<file path="config.mk">
export PLATFORM = sky130hd
export DESIGN_NAME = fetch_controller
export DESIGN_NICKNAME = d
export VERILOG_FILES = /design/src/rtl/fetch_controller.sv
export SDC_FILE = /design/constraint.sdc
export NUM_CORES = 1
export LEC_CHECK = 0
export BUFFER_PORTS_ARGS = -buffer_cell sky130_fd_sc_hd__buf_4
export CAP_MARGIN = 20
export CORE_ASPECT_RATIO = 0.6
export CORE_MARGIN = 2
export CORE_UTILIZATION = 25
export CTS_CLUSTER_SIZE = 28
export DETAILED_ROUTE_END_ITERATION = 10
export PLACE_DENSITY_LB_ADDON = 0.15
export SETUP_SLACK_MARGIN = 0.05
export SYNTH_ARGS = -nofsm -noshare
export SYNTH_HDL_FRONTEND = slang
export SYNTH_SLANG_ARGS = --single-unit
</file>
<file path="constraint.sdc">
create_clock -name clk -period 4.07 [get_ports clk]
set_input_delay 0.2035 -clock clk [delete_from_list [all_inputs] [get_ports clk]]
set_output_delay 0.2035 -clock clk [all_outputs]
set_load 0.05 [all_outputs]
</file>
<file path="src/rtl/fetch_controller.sv">
// fetch_controller: instruction fetch FSM feeding a small in-order queue
// toward decode. Branch redirects flush the queue and restart fetch.
// Optional macro FETCH_PREFETCH_EN selects queue depth 2 (default depth 1).
module fetch_controller (
    input  logic        clk,
    input  logic        rst,
    output logic        mem_req,
    output logic [31:0] mem_addr,
    input  logic        mem_ack,
    input  logic [31:0] mem_rdata,
    input  logic        branch_taken,
    input  logic [31:0] branch_addr,
    input  logic        id_ready,
    output logic        id_valid,
    output logic [31:0] id_instr,
    output logic [31:0] id_pc
);

`ifdef FETCH_PREFETCH_EN
    localparam int unsigned DEPTH = 2;
`else
    localparam int unsigned DEPTH = 1;
`endif
    localparam logic [1:0] DEPTH_CNT = 2'(DEPTH);

    typedef enum logic [1:0] {
        S_IDLE,
        S_REQ,
        S_HOLD
    } state_t;

    state_t      state_q, state_d;
    logic [31:0] pc_q, pc_d;
    logic [1:0]  cnt_q, cnt_d;
    logic [31:0] instr_q [DEPTH];
    logic [31:0] instr_d [DEPTH];
    logic [31:0] pcn_q   [DEPTH];
    logic [31:0] pcn_d   [DEPTH];

    logic        full;
    logic        push;
    logic        pop;
    logic [1:0]  cnt_pop;

    // Handshake qualification and output decode; a branch overrides any push or pop.
    always_comb begin
        full     = (cnt_q == DEPTH_CNT);
        id_valid = (cnt_q != '0);
        pop      = id_valid && id_ready && !branch_taken;
        push     = (state_q == S_REQ) && mem_ack && !full && !branch_taken;
        mem_req  = (state_q == S_REQ);
        mem_addr = pc_q;
        id_instr = id_valid ? instr_q[0] : '0;
        id_pc    = id_valid ? pcn_q[0]   : '0;
    end

    // Next-state logic: fetch until the queue fills, wait in HOLD until decode drains.
    always_comb begin
        state_d = state_q;
        if (branch_taken) begin
            state_d = S_REQ;
        end else begin
            case (state_q)
                S_IDLE:  state_d = S_REQ;
                S_REQ:   if (push && !pop && (cnt_q + 2'd1 == DEPTH_CNT)) state_d = S_HOLD;
                S_HOLD:  if (pop) state_d = S_REQ;
                default: state_d = S_IDLE;
            endcase
        end
    end

    // Queue and pc update: head is entry 0, pop shifts down, push lands after the survivors.
    always_comb begin
        pc_d    = pc_q;
        cnt_d   = cnt_q;
        instr_d = instr_q;
        pcn_d   = pcn_q;
        cnt_pop = pop ? (cnt_q - 2'd1) : cnt_q;
        if (branch_taken) begin
            pc_d  = branch_addr & ~32'd3;
            cnt_d = '0;
        end else begin
            if (pop) begin
                for (int unsigned i = 0; i + 1 < DEPTH; i++) begin
                    instr_d[i] = instr_q[i + 1];
                    pcn_d[i]   = pcn_q[i + 1];
                end
            end
            if (push) begin
                for (int unsigned i = 0; i < DEPTH; i++) begin
                    if (cnt_pop == 2'(i)) begin
                        instr_d[i] = mem_rdata;
                        pcn_d[i]   = pc_q + 32'd4;
                    end
                end
                pc_d = pc_q + 32'd4;
            end
            cnt_d = cnt_pop + (push ? 2'd1 : 2'd0);
        end
    end

    // State, pc and queue registers with asynchronous active-low reset.
    always_ff @(posedge clk or negedge rst) begin
        if (!rst) begin
            state_q <= S_IDLE;
            pc_q    <= '0;
            cnt_q   <= '0;
            for (int unsigned i = 0; i < DEPTH; i++) begin
                instr_q[i] <= '0;
                pcn_q[i]   <= '0;
            end
        end else begin
            state_q <= state_d;
            pc_q    <= pc_d;
            cnt_q   <= cnt_d;
            instr_q <= instr_d;
            pcn_q   <= pcn_d;
        end
    end

endmodule

</file>
==> run_results.csv <==
group,metric,value,unit
status,status,"finished, violations left",
status,violations,"negative hold slack",
synth,yosysSeqAreaShare,0.455,
grt,grt_pass1_wl,25800,um
die,top_level_ports,167,
layout,final-seq-area,0.00240,mm2
timing,worst_pin_slew,933,ps
layout,final_cell_mix,"buf_4, dfrtp_1, nor2b_1",
setup_path,crit_arrival,3010,ps
layout,mostFrequentLayoutCell,"buf_4",
timing,hold_viol,23,
timing,drv_slew,0,
timing,final-setup-viol-count,0,
place,dp_slack,1310,ps
synth,synth_compound_area_frac,0.124,
clock_network,ctsHoldBuffers,0,
synth,synthSimpleGateAreaFrac,0.231,
clock_network,clock_sinks,96,
clock_network,cts_buffers,9,
layout,nets,746,
synth,synth_area,0.00528,mm2
detailed_routing,first_iter_violations,194,
detailed_routing,drc,0,
clock_network,htree_levels,3,
setup_path,rrSetupSlack,1290,ps
die,coreArea,0.0209,mm2
grt,track_usage,0.154,
layout,synthToLayoutAreaGrowth,32.1,%
place,port_buffers,160,
grt,grt_max_degree,69,
detailed_routing,firstDrtPassIters,4,
pwr,peakVddDrop,0.000389,V
setup_path,ff2ff_path_depth,8,
synth,synthCells,539,
synth,synth_top_family_by_area,"simple AND/OR/NAND/NOR gates",
die,initial_core_util,0.253,
grt,grt_pass1_vias,4336,
timing,fin_crit_sh,0.682,
timing,fin_skew,9.40,ps
grt,grt-ovfl-total,0,
synth,synth_fa_ha_area_frac,0.0118,
detailed_routing,routed_wl,17100,um
die,die_w,192,um
timing,timing.final.ws_setup,1290,ps
setup_path,worst_ep_required_time,4310,ps
layout,drive_above_1_share,0.338,
setup_path,cp-end-kind,"flop",
grt,antenna_found_initial,1,
synth,async_flop_share,1.00,
timing,rsz0062_at_grt,"false",
clock_network,post-cts-setup-buffers,0,
synth,yosysWarnings,0,
setup_path,r2r-start,"cnt_q[0]",
synth,yosys-top-cells-area,"dfrtp_1, mux2_2, nor2b_1",
synth,synth_largest_area_cell,"dfrtp_1",
synth,ys.flop_type,"dfrtp_1",
synth,synth_xor_area_frac,0.0382,
layout,num_antenna_cells,0,
timing,clock.fmax,0.360,GHz
timing,tns,0,ps
timing,slew_headroom,0.378,
detailed_routing,antenna_left,0,
detailed_routing,vias_per_cell,4.81,
synth,yosys.cell_types.count,39,
timing,fin_crit,2780,ps
pwr,cellPowerDensity,769,mW/mm2
setup_path,startpoint_type,"flop",
synth,ys_ff_latch,96,
die,num_rows,41,
clock_network,clock_latency,360,ps
detailed_routing,drt-wirelength-per-cell,17.9,um
die,dieArea,0.0223,mm2
detailed_routing,vias,4595,
place,gp_congestion,0.739,
timing,whs,-53.2,ps
setup_path,r2r_end,"instr_q[5]",
clock_network,cts.clk_slew.worst_paths,60,ps
clock_network,cts_root_buf,"clkbuf_16",
die,fp.dieH,117,um
synth,synthMuxAreaShare,0.0910,
setup_path,cp_max_fo,64,
synth,synth_top_area_share,0.455,
clock_network,cts_tree,"done",
synth,syn_area_per_cell,9.80,um2
pwr,power.leakage,2.87,nW
synth,synth_edf_count,0,
flow_run,cap_violations,0,
clock_network,ctsResizeCount,0,
layout,multi_input_area,0.00265,mm2
worst_hold_path,min_path_type,"input pin to async pin",
layout,nFillCells,2169,
place,place_hpwl,12200,um
setup_path,worstSetupPathType,"flop to flop",
clock_network,clk_path_buf_depth,2,
worst max-delay path: stages, from the launching register on:
cell and delay (ps):
dfrtp_1 400, inv_1 110, ha_2 200, buf_4 340
nand4b_1 290, o31ai_2 90, and2_2 490, buf_12 310
mux2_2 370
sequential cells by signal, indices dropped and copies added, names as in the netlist:
register / flops
mem_addr: 30
cnt_q: 2
pcn_q: 30
instr_q: 32
state_q: 2
worst max-delay path by stage:
stage / startpoint / end / slack, ps / cells past startpoint
after floorplan: mem_addr[2] / mem_addr[30] / 1620 / 6
after global placement: cnt_q[0] / instr_q[11] / 1350 / 8
after detailed placement: cnt_q[0] / instr_q[11] / 1310 / 8
after CTS: cnt_q[0] / instr_q[11] / 1300 / 8
after global routing: cnt_q[0] / instr_q[1] / 1110 / 8
final: cnt_q[0] / instr_q[5] / 1290 / 8
Yosys cell counts (4+ instances only):
cell      instances
dfrtp_1          96
nor2b_1          64
mux2_2           40
a31oi_1          34
a21oi_1          28
clkbuf_1         28
nor2_1           28
nand2_1          24
o21ai_0          24
or4_1            23
o31ai_1          22
xnor2_1          22
nand4_1          13
or3_1            13
buf_2            11
nand3_1          10
and4_1            8
inv_1             8
and3_1            6
buf_4             5
ha_1              5
nor3_1            4
logic make-up after synthesis:
group,count (synthesis)
multiplexers,43
adder cells (fa/ha/maj),5
other,1
AND/OR/NAND/NOR,205
AO/OA/AOI/OAI,110
buffers and inverters,56
flip-flops,96
XOR/XNOR,23
power breakdown:
part	internal, mW	switching, mW	total, mW
registers	1.31	0.241	1.55
clock network	0.434	0.392	0.825
logic	1.01	1.97	2.98
cell type report:
cell class | count | share of cell area
inverters | 8 | 0.00431
repair buffers | 167 | 0.182
multi-input cells | 390 | 0.379
flip-flops and latches | 96 | 0.344
well taps | 279 | 0.0501
clock buffers | 10 | 0.0343
clock inverters | 6 | 0.00610
layer usage:
metal  track usage  vias up  share of wire
met5             0        -              0
met4        0.0354        0         0.0083
met3        0.0370       11          0.075
met2         0.209      152           0.40
met1         0.239     2217           0.52
li1              -     2215              -
metrics by stage:
step	hold WS [ps]	utilization	instances	total power [mW]	instance area, um2
2_1_floorplan	-92.1	-	542	3.64	5290
3_3_place_gp	394	0.321	940	4.55	6690
3_5_place_dp	402	0.321	940	4.58	6690
4_1_cts	18.2	0.334	956	5.43	6970
5_1_grt	31.6	0.334	956	5.67	6970
6_report	-53.2	0.334	956	5.36	6970
Note: power is estimated with default switching activity, not from simulation.
